[src/rtl/updown_step_counter_pkg.sv]
// -----------------------------------------------------------------------------
// updown_step_counter_pkg
// Shared definitions for the up/down step counter and its adder/subtractor.
//   DEFAULT_WIDTH : default counter/step width in bits
//   BOUND_ONE/ZERO: bit values replicated to form the saturation bounds
//   mode_e        : overflow handling mode (MODE_SAT = 1, MODE_WRAP = 0)
// -----------------------------------------------------------------------------
package updown_step_counter_pkg;

    localparam int DEFAULT_WIDTH = 8;

    // Bounds are built by replication so they scale with any WIDTH:
    // all ones is the upper saturation bound, all zeros the lower one.
    localparam logic BOUND_ONE  = 1'b1;
    localparam logic BOUND_ZERO = 1'b0;

    typedef enum logic {
        MODE_WRAP = 1'b0,
        MODE_SAT  = 1'b1
    } mode_e;

endpackage : updown_step_counter_pkg

[src/rtl/addsub_nb.sv]
// -----------------------------------------------------------------------------
// addsub_nb
// Combinational WIDTH-bit adder/subtractor. Subtraction is a + ~b + 1, i.e.
// b is inverted and the carry-in is driven high when sub = 1.
//   a, b   : input  WIDTH  operands (unsigned)
//   sub    : input  1      0 = a + b, 1 = a - b
//   s      : output WIDTH  result modulo 2^WIDTH
//   cout   : output 1      adder carry out
//   borrow : output 1      unsigned borrow (sub & ~cout)
// -----------------------------------------------------------------------------
module addsub_nb
    import updown_step_counter_pkg::*;
#(
    parameter int WIDTH = DEFAULT_WIDTH
) (
    input  logic [WIDTH-1:0] a,
    input  logic [WIDTH-1:0] b,
    input  logic             sub,
    output logic [WIDTH-1:0] s,
    output logic             cout,
    output logic             borrow
);

    logic [WIDTH-1:0] b_eff;
    logic [WIDTH:0]   sum_ext;

    assign b_eff   = sub ? ~b : b;
    // The carry-in supplies the +1 of the two's-complement negation.
    assign sum_ext = {1'b0, a} + {1'b0, b_eff} + {{WIDTH{1'b0}}, sub};

    assign s      = sum_ext[WIDTH-1:0];
    assign cout   = sum_ext[WIDTH];
    // For subtraction a carry out means "no borrow"; step = 0 thus never borrows.
    assign borrow = sub & ~sum_ext[WIDTH];

endmodule : addsub_nb

[src/rtl/updown_step_counter.sv]
// -----------------------------------------------------------------------------
// updown_step_counter
// Registered up/down counter with programmable step, synchronous load and
// wrap or saturate behaviour, plus registered carry/borrow pulses and a
// sticky overflow flag.
//   clk        : input  1      rising-edge clock
//   rst        : input  1      asynchronous, active-high reset
//   en         : input  1      count enable, one step per cycle
//   load       : input  1      synchronous load of load_val, overrides en
//   load_val   : input  WIDTH  value loaded into q
//   up         : input  1      1 = q + step, 0 = q - step
//   step       : input  WIDTH  unsigned step magnitude
//   sat        : input  1      1 = saturate at bounds, 0 = wrap
//   q          : output WIDTH  counter value
//   carry      : output 1      one-cycle pulse after an overflowing up step
//   borrow     : output 1      one-cycle pulse after an underflowing down step
//   ovf_sticky : output 1      set by carry/borrow, cleared by load or rst
//   zero       : output 1      combinational q == 0
// -----------------------------------------------------------------------------
module updown_step_counter
    import updown_step_counter_pkg::*;
#(
    parameter int               WIDTH     = DEFAULT_WIDTH,
    parameter logic [WIDTH-1:0] RESET_VAL = '0
) (
    input  logic             clk,
    input  logic             rst,
    input  logic             en,
    input  logic             load,
    input  logic [WIDTH-1:0] load_val,
    input  logic             up,
    input  logic [WIDTH-1:0] step,
    input  logic             sat,
    output logic [WIDTH-1:0] q,
    output logic             carry,
    output logic             borrow,
    output logic             ovf_sticky,
    output logic             zero
);

    localparam logic [WIDTH-1:0] Q_MAX = {WIDTH{BOUND_ONE}};
    localparam logic [WIDTH-1:0] Q_MIN = {WIDTH{BOUND_ZERO}};

    logic [WIDTH-1:0] sum;
    logic             add_cout;
    logic             sub_borrow;
    mode_e            mode;

    logic [WIDTH-1:0] q_next;
    logic             carry_next;
    logic             borrow_next;
    logic             ovf_next;

    assign mode = mode_e'(sat);

    // A single adder serves both directions; its carry out is only meaningful
    // as an overflow when counting up, and its borrow only when counting down.
    addsub_nb #(
        .WIDTH (WIDTH)
    ) u_addsub (
        .a      (q),
        .b      (step),
        .sub    (~up),
        .s      (sum),
        .cout   (add_cout),
        .borrow (sub_borrow)
    );

    always_comb begin
        // NOTE: every output of this block gets a default first, so no path
        // leaves a signal unassigned and no latch is inferred.
        q_next      = q;
        carry_next  = 1'b0;
        borrow_next = 1'b0;
        ovf_next    = ovf_sticky;

        if (load) begin
            // Load wins over a simultaneous count event, including the sticky flag.
            q_next   = load_val;
            ovf_next = 1'b0;
        end else if (en) begin
            if (up) begin
                carry_next = add_cout;
                q_next     = (add_cout && mode == MODE_SAT) ? Q_MAX : sum;
            end else begin
                borrow_next = sub_borrow;
                q_next      = (sub_borrow && mode == MODE_SAT) ? Q_MIN : sum;
            end
            ovf_next = ovf_sticky | carry_next | borrow_next;
        end
    end

    // NOTE: state registers use non-blocking assignments so every register
    // samples the pre-edge values, independent of statement order.
    always_ff @(posedge clk or posedge rst) begin
        if (rst) begin
            q          <= RESET_VAL;
            carry      <= 1'b0;
            borrow     <= 1'b0;
            ovf_sticky <= 1'b0;
        end else begin
            q          <= q_next;
            carry      <= carry_next;
            borrow     <= borrow_next;
            ovf_sticky <= ovf_next;
        end
    end

    assign zero = (q == Q_MIN);

endmodule : updown_step_counter

[config.mk]
export PLATFORM = sky130hd
export DESIGN_NAME = updown_step_counter
export DESIGN_NICKNAME = d
export VERILOG_FILES = /design/src/rtl/updown_step_counter_pkg.sv /design/src/rtl/addsub_nb.sv /design/src/rtl/updown_step_counter.sv
export SDC_FILE = /design/constraint.sdc
export NUM_CORES = 1
export LEC_CHECK = 0
export CORE_ASPECT_RATIO = 1.75
export CORE_MARGIN = 3
export CORE_UTILIZATION = 25
export CTS_CLUSTER_SIZE = 16
export DETAILED_ROUTE_END_ITERATION = 6
export HOLD_SLACK_MARGIN = 0.03
export PLACE_DENSITY_LB_ADDON = 0.3
export SLEW_MARGIN = 10
export SYNTH_ARGS = -nofsm -noshare
export SYNTH_HDL_FRONTEND = slang
export SYNTH_SLANG_ARGS = --single-unit
[constraint.sdc]
create_clock -name clk -period 3.95 [get_ports clk]
set_input_delay 1.185 -clock clk [delete_from_list [all_inputs] [get_ports clk]]
set_output_delay 1.185 -clock clk [all_outputs]
set_load 0.05 [all_outputs]
==> metrics.csv, run 1 <==
stage,metric,value,unit
clock_network,H-Tree Level Count,1,
timing,count of final max-slew check failures,0,
worst_setup_path,worst path required time,4.07,ns
clock_network,Post-CTS Setup Inserts,0,
clock_network,worst skew pair latency,0.23,ns
finish,nets,174,
drt,residual DRC count,0,
worst_setup_path,"Max stage delay cell, worst path",clkdlybuf4s50_1,
min_path,hold path endpoint,ovf_sticky,
timing,RSZ-0062 raised after global routing,false,
global_routing,first-pass GRT wire length,4678,um
worst_setup_path,critical path's top delay family,compound AO/OA/AOI/OAI gates,
drt,Via Count,966,
die,Initial Util,26.77,%
die,die area,4785,um^2
worst_setup_path,R2R Path Start,q[0],
clock_network,CTS tree,done,
global_routing,Tot GR Track Use,13.43,%
die,row cnt,29,
clock_network,clk root buf,clkbuf_8,
logic_synthesis,synth top area cells,"dfrtp_1, ha_1, xnor2_1",
worst_setup_path,reg2reg path depth,8,
placement,dpl ws,0.2948,ns
placement,HPWL after DPL,2479,um
placement,routability congestion estimate,0.9102,
worst_setup_path,CP max FO,4,
worst_setup_path,Worst Setup End Kind,flop,
timing,Final period util,86.90,%
drt,final WL,2877,um
logic_synthesis,Synth async-reset ratio,100.0,%
logic_synthesis,sequential area share after synthesis,27.78,%
finish,Final Instance Count excl. Fillers,189,
drt,Vias/cell,5.111,
clock_network,Longest Clk Path Bufs,2,
clock_network,Hold Buf Count CTS,0,
clock_network,clock sink total,11,
worst_setup_path,CP Class,in2reg,
timing,setup ws final,0.5176,ns
worst_setup_path,R2R Setup Slk,1.70,ns
finish,share of post-route cells with drive strength above 1,9.790,%
placement,dpl cells,185,
run,Max-Cap Viols,0,
timing,Rel. slew slack,66.43,%
die,I/O Pins,34,
worst_setup_path,CP bufs+invs,1,
worst_setup_path,"Arr. time, crit path",3.55,ns
outcome,status,"complete, no violations",
die,Die X,53.59,um
timing,Setup TNS,0,ns
global_routing,initial antenna violation count,0,
clock_network,Worst-path clk slew,0.05,ns
logic_synthesis,distinct cell type count after synthesis,36,
worst_setup_path,cells along the critical path,"clkdlybuf4s50_1, nor2b_1, nor2_1, fa_1, a211oi_1, o21a_4, nor2_4, and3_4, a211o_1",
logic_synthesis,Post-Syn Area per Cell,9.349,um^2
min_path,Hold Crit Class,reg2reg,
logic_synthesis,leading area contributor after synthesis,dfrtp_1,
logic_synthesis,Synthesis Warnings,0,
finish,P&R area growth vs syn,44.82,%
logic_synthesis,Yosys reg bits,11,
drt,1st-iter DRT viols,19,
logic_synthesis,syn_nets,136,
power_and_ir_drop,VDD IR max,0.0002650,V
drt,DRT Pass-1 Iters,4,
drt,post-DR wirelength/cell,15.22,um
die,DIE HEIGHT,89.29,um
worst_setup_path,reg2reg end,ovf_sticky,
timing,Finish-stage setup viols,0,
min_path,hold path start,ovf_sticky,
die,core area,3701,um^2
timing,final hold vios,0,
global_routing,vias in the first global route,1007,
logic_synthesis,Post-synth top cells,"dfrtp_1, nor2_1, a21oi_1, xnor2_1",
power_and_ir_drop,Static Leak,0.5685,nW
worst_setup_path,critical path's largest stage delay,0.57,ns
logic_synthesis,Mapped Area,991.0,um^2
timing,slew of the pin with the lowest slew margin,0.5019,ns
clock_network,TritonCTS buffer count,3,
finish,Antenna Cells,0,
placement,number of port buffers,33,
global_routing,largest net degree at the start of global routing,12,
power_and_ir_drop,Pwr Density,479.6,nW/um^2
worst_setup_path,CP Launch Type,input port,
logic_synthesis,Syn Inst Count,106,
logic_synthesis,Synth top area share,27.78,%
drt,post-route ant nets,0,
logic_synthesis,"Primary FF master, synth",dfrtp_1,
timing,fmax,0.2913,GHz
clock_network,CTS resizes,0,
timing,minimum clock period,3.432,ns
min_path,hold depth,1,
timing,Worst Skew,0.0004648,ns
logic_synthesis,Post-synth EDFFs,0,
global_routing,gr ovfl total,0,
flip-flops by register name, indices dropped and copies added, names as in the netlist:
name        flops
q               8
borrow          1
carry           1
ovf_sticky      1
kinds of logic (layout without fill, tap and decap cells):
group	count (synthesis)	in the layout	synth area share, %
multiplexers	1	1	1.010
AND/OR/NAND/NOR	33	33	20.58
XOR/XNOR	11	11	9.723
adder cells (fa/ha/maj)	8	8	10.86
buffers and inverters	5	42	1.894
AO/OA/AOI/OAI	37	37	28.16
flip-flops	11	11	27.78
layer usage:
layer	part of all wire, %	track usage (%)	vias to the layer above	wire length, um
met4	4.0	8.372	0	116
met3	4.7	1.669	8	134
li1	-	-	469	-
met1	35	13.20	454	1009
met2	56	25.25	35	1617
met5	0	0	-	0
per-stage QoR:
stage                     cell area [um^2]  utilization [%]  total power, mW  hold slack (ns)
final                                 1435            38.78           0.6883           0.5022
after global routing                  1435            38.78           0.7330           0.5132
after CTS                             1435            38.78           0.6972           0.5064
after detailed placement              1390            37.56           0.5830           0.4955
after global placement                1390            37.56           0.5725           0.4799
after floorplan                      991.0                -           0.4524           0.8253
worst register-to-register path, cell delays in order, from the launching register on:
cell	delay, ns
dfrtp_1	0.41
nor2b_1	0.19
nor2_1	0.08
fa_1	0.43
a211oi_1	0.33
o21a_4	0.23
nor2_4	0.06
and3_4	0.19
a211o_1	0.21
where the power goes:
part / internal [mW] / switching (mW) / leakage, nW / total [mW]
registers: 0.133 / 0.0246 / 0.138 / 0.158
logic: 0.171 / 0.248 / 0.407 / 0.419
clock network: 0.0707 / 0.0407 / 0.0228 / 0.111
total: 0.375 / 0.313 / 0.569 / 0.688
layout by cell type (no fill, tap or decap), types with 2 or more instances in the layout:
cell | Yosys | routed
xnor2_1 | 8 | 8
or4_1 | 2 | 2
xor2_1 | 3 | 3
ha_1 | 7 | 7
nor2b_1 | 4 | 4
o311ai_1 | 2 | 2
nor3b_1 | 5 | 5
inv_1 | 2 | 2
nand2_1 | 2 | 2
dfrtp_1 | 11 | 11
o31ai_1 | 2 | 2
nor3_1 | 3 | 3
a21oi_1 | 10 | 10
nor2_1 | 11 | 11
buf_4 | 0 | 3
o21ai_1 | 7 | 7
a21o_1 | 3 | 3
a22oi_1 | 3 | 3
clkbuf_8 | 0 | 3
clkdlybuf4s50_1 | 0 | 33
worst max-delay path by stage:
stage	from	to	slack [ns]	cells past startpoint
6_report	up	ovf_sticky	0.52	9
2_1_floorplan	up	ovf_sticky	0.65	8
3_3_place_gp	up	ovf_sticky	0.37	9
3_5_place_dp	up	ovf_sticky	0.29	9
4_1_cts	up	ovf_sticky	0.54	9
5_1_grt	up	ovf_sticky	0.37	9
final cells by class:
cell class,instances,area (um^2)
Fill cell,408,2266
Timing Repair Buffer,36,352.8
Multi-Input combinational cell,90,696.9
Tap cell,46,57.56
Inverter,2,7.507
Sequential cell,11,275.3
Clock buffer,4,45.04
Note: power is estimated with default switching activity, not from simulation.
==> run 2: changes to the inputs <==
--- a/config.mk
+++ b/config.mk
@@ -6,12 +6,13 @@
 export NUM_CORES = 1
 export LEC_CHECK = 0
 export CORE_ASPECT_RATIO = 1.75
-export CORE_MARGIN = 3
+export CORE_MARGIN = 1.5
 export CORE_UTILIZATION = 25
 export CTS_CLUSTER_SIZE = 16
 export DETAILED_ROUTE_END_ITERATION = 6
 export HOLD_SLACK_MARGIN = 0.03
 export PLACE_DENSITY_LB_ADDON = 0.3
+export SKIP_CTS_REPAIR_TIMING = 1
 export SLEW_MARGIN = 10
 export SYNTH_ARGS = -nofsm -noshare
 export SYNTH_HDL_FRONTEND = slang
==> constraint.sdc (replaced) <==
create_clock -name clk -period 3.95 [get_ports clk]
set_input_delay 0.79 -clock clk [delete_from_list [all_inputs] [get_ports clk]]
set_output_delay 0.79 -clock clk [all_outputs]
set_load 0.05 [all_outputs]
==> run 2 against run 1 <==
- sequential power about the same
- clock-buffer cell count is the same
- final cell count is the same
- clock power about the same
- combinational power fell by 2%
- clock skew up 0.0045 ns
- total power fell by 2.0%
- critical path type unchanged
- largest cell class unchanged
==> metrics.csv, run 2 (same netlist as run 1, synthesis figures left out) <==
stage,metric,value,unit
finish,"commonest non-fill, non-tap cell in the layout",clkdlybuf4s50_1,
power_and_ir_drop,Clk pwr share,16.0,%
power_and_ir_drop,Switching Share,44.78,%
placement,routability congestion estimate,0.8244,
drt,post-DR wirelength/cell,13.47,um
clock_network,worst skew pair latency,0.23,ns
finish,P&R area growth vs syn,43.56,%
timing,slew of the pin with the lowest slew margin,0.5575,ns
die,Initial Util,25.88,%
drt,max layer used,met4,
timing,Rel. slew slack,62.71,%
timing,final hold vios,0,
worst_setup_path,cells along the critical path,"clkdlybuf4s50_1, nor2b_1, nor2_1, fa_1, a211oi_1, o21a_4, nor2_4, and3_4, a211o_1",
placement,Post-DP Area,1378,um^2
power_and_ir_drop,Static Leak,0.5586,nW
die,I/O Pins,34,
worst_setup_path,CP Class,in2reg,
clock_network,Longest Clk Path Bufs,2,
worst_setup_path,"Arr. time, crit path",3.26,ns
timing,Setup TNS,0,ns
timing,fmax,0.3185,GHz
drt,residual DRC count,0,
clock_network,CTS tree,done,
outcome,status,"complete, no violations",
global_routing,initial antenna violation count,0,
finish,max FFs per register,8,
global_routing,largest net degree at the start of global routing,18,
worst_setup_path,CP Launch Type,input port,
die,die area,4365,um^2
drt,wl on met1,929,um
power_and_ir_drop,Flop pwr share,23.4,%
power_and_ir_drop,Int Power,0.3726,mW
min_path,hold path start,ovf_sticky,
die,row cnt,30,
finish,nets,172,
timing,count of final max-slew check failures,0,
finish,share of post-route cells with drive strength above 1,8.511,%
drt,Via Count,954,
clock_network,H-Tree Level Count,1,
worst_setup_path,reg2reg end,ovf_sticky,
placement,HPWL after DPL,2186,um
worst_setup_path,critical path's largest stage delay,0.65,ns
min_path,hold depth,1,
finish,final cell utilization of the core,37.16,%
clock_network,TritonCTS buffer count,3,
finish,register with the most flip-flops,q,
clock_network,clk root buf,clkbuf_8,
timing,Finish-stage setup viols,0,
global_routing,first-pass GRT wire length,4291,um
drt,Vias/cell,5.048,
drt,post-route ant nets,0,
finish,final instance area,1423,um^2
global_routing,vias in the first global route,974,
min_path,Hold Crit Class,reg2reg,
finish,"commonest non-fill, non-tap cells in the layout","clkdlybuf4s50_1, nor2_1, dfrtp_1",
clock_network,clock sink total,11,
timing,Final period util,79.49,%
placement,number of port buffers,33,
global_routing,gr ovfl total,0,
run,Max-Cap Viols,0,
drt,met3 wire len,78,um
drt,DRT Pass-1 Iters,4,
drt,1st-iter DRT viols,12,
global_routing,Tot GR Track Use,12.74,%
worst_setup_path,CP max FO,6,
power_and_ir_drop,Comb power frac,60.6,%
power_and_ir_drop,VDD IR max,0.0002293,V
finish,Antenna Cells,0,
worst_setup_path,Worst Setup End Kind,flop,
die,Die X,50.59,um
timing,Worst Skew,0.004981,ns
finish,Fill cells,422,
drt,final WL,2546,um
timing,RSZ-0062 raised after global routing,false,
worst_setup_path,R2R Path Start,q[0],
die,core area,3829,um^2
worst_setup_path,R2R Setup Slk,1.60,ns
timing,minimum clock period,3.140,ns
worst_setup_path,worst path required time,4.07,ns
worst_setup_path,reg2reg path depth,8,
power_and_ir_drop,Pwr Density,474.2,nW/um^2
worst_setup_path,"Max stage delay cell, worst path",clkdlybuf4s50_1,
min_path,hold path endpoint,ovf_sticky,
finish,area of the multi-input gates,696.9,um^2
power_and_ir_drop,switching power,0.3021,mW
die,DIE HEIGHT,86.29,um
clock_network,Worst-path clk slew,0.05,ns
drt,WL met2,1474,um
finish,register area,275.3,um^2
[run 2: cell count changes in the layout (fill, tap and decap cells not counted)]
cell,previous run,this run
buf_4,3,1
[run 2: per-layer routing]
metal  up-vias  global-route usage (%)
li1        469                       -
met1       454                   13.41
met2        25                   24.28
met3         6                   1.724
met4         0                   5.651
met5         -                       0
[run 2: area by class of cell]
type | count | area share, %
Sequential cell | 11 | 19.35
Clock buffer | 4 | 3.166
Tap cell | 48 | 4.222
Inverter | 2 | 0.5277
Multi-Input combinational cell | 90 | 48.99
Timing Repair Buffer | 34 | 23.75
[run 2: worst max-delay path by stage]
stage	startpoint	to	slack [ns]	depth (start not counted)
after floorplan	up	ovf_sticky	1.05	8
after global placement	up	ovf_sticky	0.65	9
after detailed placement	up	ovf_sticky	0.57	9
after global routing	up	q[5]	0.66	9
final	up	ovf_sticky	0.81	9
after CTS	up	ovf_sticky	0.81	9
[run 2: critical path, delay by kind of cell]
| kind | cells | cell delay, ns |
|---|---|---|
| AND/OR/NAND/NOR | 4 | 0.60 |
| adder cells (fa/ha/maj) | 1 | 0.42 |
| AO/OA/AOI/OAI | 3 | 0.80 |
| buffers and inverters | 1 | 0.65 |
[run 2: power groups by stage]
| stage | Sequential [mW] | Clock, mW | Combinational [mW] |
|---|---|---|---|
| after CTS | 0.159 | 0.110 | 0.413 |
| final | 0.158 | 0.108 | 0.409 |
| after global placement | 0.160 | 0 | 0.407 |
| after detailed placement | 0.160 | 0 | 0.412 |
| after global routing | 0.161 | 0.116 | 0.441 |
| after floorplan | 0.224 | 0 | 0.228 |
[run 2: through the flow]
stage	total power, mW	hold WS [ns]	std cells	worst slack (ns)
final	0.6747	0.4866	189	0.8100
after global routing	0.7178	0.5023	189	0.6607
after CTS	0.6809	0.4901	189	0.8070
after detailed placement	0.5720	0.4803	185	0.5674
after global placement	0.5677	0.4786	185	0.6510
after floorplan	0.4524	0.6424	106	1.046
==> edit, RTL diff (config.mk and constraints of run 2) <==
Set the package constant `DEFAULT_WIDTH` to 6 (it was 8).
--- a/src/rtl/updown_step_counter_pkg.sv
+++ b/src/rtl/updown_step_counter_pkg.sv
@@ -7,7 +7,7 @@
 // -----------------------------------------------------------------------------
 package updown_step_counter_pkg;
 
-    localparam int DEFAULT_WIDTH = 8;
+    localparam int DEFAULT_WIDTH = 6;
 
     // Bounds are built by replication so they scale with any WIDTH:
     // all ones is the upper saturation bound, all zeros the lower one.
Interface: changed (resized load_val, q and step); port bits go from 34 to 28. No check against the original RTL was run, so the function may have changed too.
==> edit against run 2 <==
  * Synthesized area is 15% lower
  * Wire length decreased by 11%
  * Cell area down 16%
  * First-iteration DRC count is 17% lower
  * Critical path depth unchanged
  * Sequential cell count decreased by 2
  * Sequential power shrank 21%
  * Final cell count down 10%
  * Worst setup slack worse by 0.031 ns
  * Total power shrank 20%
  * Critical path type unchanged
  * Largest cell class unchanged
==> edit: results (changes against run 2) <==
Outcome: completed
# diodes: 0 (unchanged)
Largest delay share family, worst path: compound AO/OA/AOI/OAI gates
Clk slew on worst S/H paths: 0.04 ns
Detailed Routing Iterations Pass 1: 4 (unchanged)
Routed Antenna Nets: 0 (unchanged)
Total Routing Usage GR: 13.8% (+1.1 points)
RePlAce Congestion: 0.824 (about the same)
Num CTS Buffers: 3 (unchanged)
Via count: 855 (-10%)
Count of different cell masters after synthesis: 39 (+8.3%)
Max stage delay cell, worst path: clkdlybuf4s50_1
CTS Root Cell: clkbuf_8
Nets: 152 (-12%)
Antenna violations before repair: 0 (unchanged)
1st-iter DRT viols: 10 (-2)
Fill count: 349 (-17%)
Multi-input combinational area share: 48.6% (-0.34 points)
Worst flop-to-flop path endpoint: q[0]$_DFFE_PP0P_
Worst hold start: ovf_sticky$_DFFE_PP0P_
Synthesized area per cell: 8.56 µm² (-8.5%)
Worst Hold Path Cells: 2 (+1)
Sequential cell area share: 18.8% (-0.60 points)
Register-to-Register Path Depth: 8 (unchanged)
Worst Path Arrival: 3.28 ns (+0.02 ns)
Synth Warn #: 0 (unchanged)
First-pass GRT wire length: 3790 µm (-12%)
Max-Cap Viols: 0 (unchanged)
IO buf count: 27 (-18%)
Crit path largest cell delay: 0.56 ns (-0.09 ns)
Area share of buffers outside the clock network: 23.1% (-0.62 points)
Syn_nets: 123 (-9.6%)
Worst skew pair latency: 0.23 ns (about the same)
Clock Sinks: 9 (-2)
Seq/Total Area, Yosys: 26.6% (-1.2 points)
Post-synth top cells: a21oi_1, dfrtp_1, nor3b_1
Multi-input gates: 82 (-8.9%)
R2R Setup Slk: 1.42 ns (-0.18 ns)
Post-DR wirelength/cell: 13.3 µm (-0.96%)
Vias in the first global route: 874 (-10%)
Largest net degree at the start of global routing: 16 (-2)
Worst slack, placed: 0.531 ns (-0.0365 ns)
Non-clk invs: 4 (+2)
Register bank with the most flops: q
Max-slew violations: 0 (unchanged)
Hold crit path type: flip-flop to flip-flop
Leak Pwr: 0.467 nW (-16%)
Max reg flops: 6 (-2)
CTS max path bufs: 2 (unchanged)
Worst-Margin Slew: 0.541 ns (-0.0164 ns)
HPWL after DPL: 1920 µm (-12%)
Max VDD drop: 190 µV (-17%)
Share of flip-flops with an asynchronous set or reset: 100% (unchanged)
Number of non-clock buffers in the layout: 28 (-18%)
Design Area, Final: 1200 µm² (-16%)
Share of layout cells above drive strength 1: 3.94% (-4.6 points)
Area contributors post-synth: dfrtp_1, ha_1, nor3b_1, xnor2_1, a21oi_1
Clk cell area share: 3.75% (+0.58 points)
Worst Skew: 0.000516 ns (-0.00447 ns)
edit: per-stage QoR:
stage | power (W) | instances | hold slack, ns
floorplan | 0.000350 | 99 | 0.618
CTS | 0.000545 | 170 | 0.538
finish | 0.000539 | 170 | 0.532
global placement | 0.000435 | 166 | 0.520
detailed placement | 0.000437 | 166 | 0.531
global route | 0.000580 | 170 | 0.560
edit: routing by layer:
metal / vias to the layer above / part of all wire, % / global-route usage [%]
met5: - / 0 / 0
met4: 0 / 2.2 / 7.50
met1: 402 / 36 / 13.4
li1: 427 / - / -
met2: 21 / 58 / 26.0
met3: 5 / 3.7 / 1.36
edit: logic make-up (layout without fill, tap and decap cells):
group / after synthesis / in the layout / synth area share, %
adder cells (fa/ha/maj): 6 / 6 / 9.75
flip-flops: 9 / 9 / 26.6
AND/OR/NAND/NOR: 33 / 33 / 23.6
buffers and inverters: 8 / 36 / 4.43
XOR/XNOR: 8 / 8 / 8.27
AO/OA/AOI/OAI: 35 / 35 / 27.3
edit: how the worst max path moves through the flow:
| stage | from | to | slack (ns) | cells past startpoint |
|---|---|---|---|---|
| floorplan | up | q[0]$_DFFE_PP0P_ | 0.96 | 8 |
| global placement | up | q[0]$_DFFE_PP0P_ | 0.60 | 9 |
| global route | up | q[2]$_DFFE_PP0P_ | 0.61 | 9 |
| finish | up | q[0]$_DFFE_PP0P_ | 0.78 | 9 |
| CTS | up | q[0]$_DFFE_PP0P_ | 0.76 | 9 |
| detailed placement | up | q[0]$_DFFE_PP0P_ | 0.53 | 9 |
edit: power breakdown:
part	leakage [nW]	internal [W]	switching [W]	total, W
clock	0.0228	0.0000702	0.0000357	0.000106
combinational	0.332	0.000132	0.000176	0.000307
sequential	0.113	0.000108	0.0000178	0.000125
total	0.467	0.000310	0.000229	0.000539
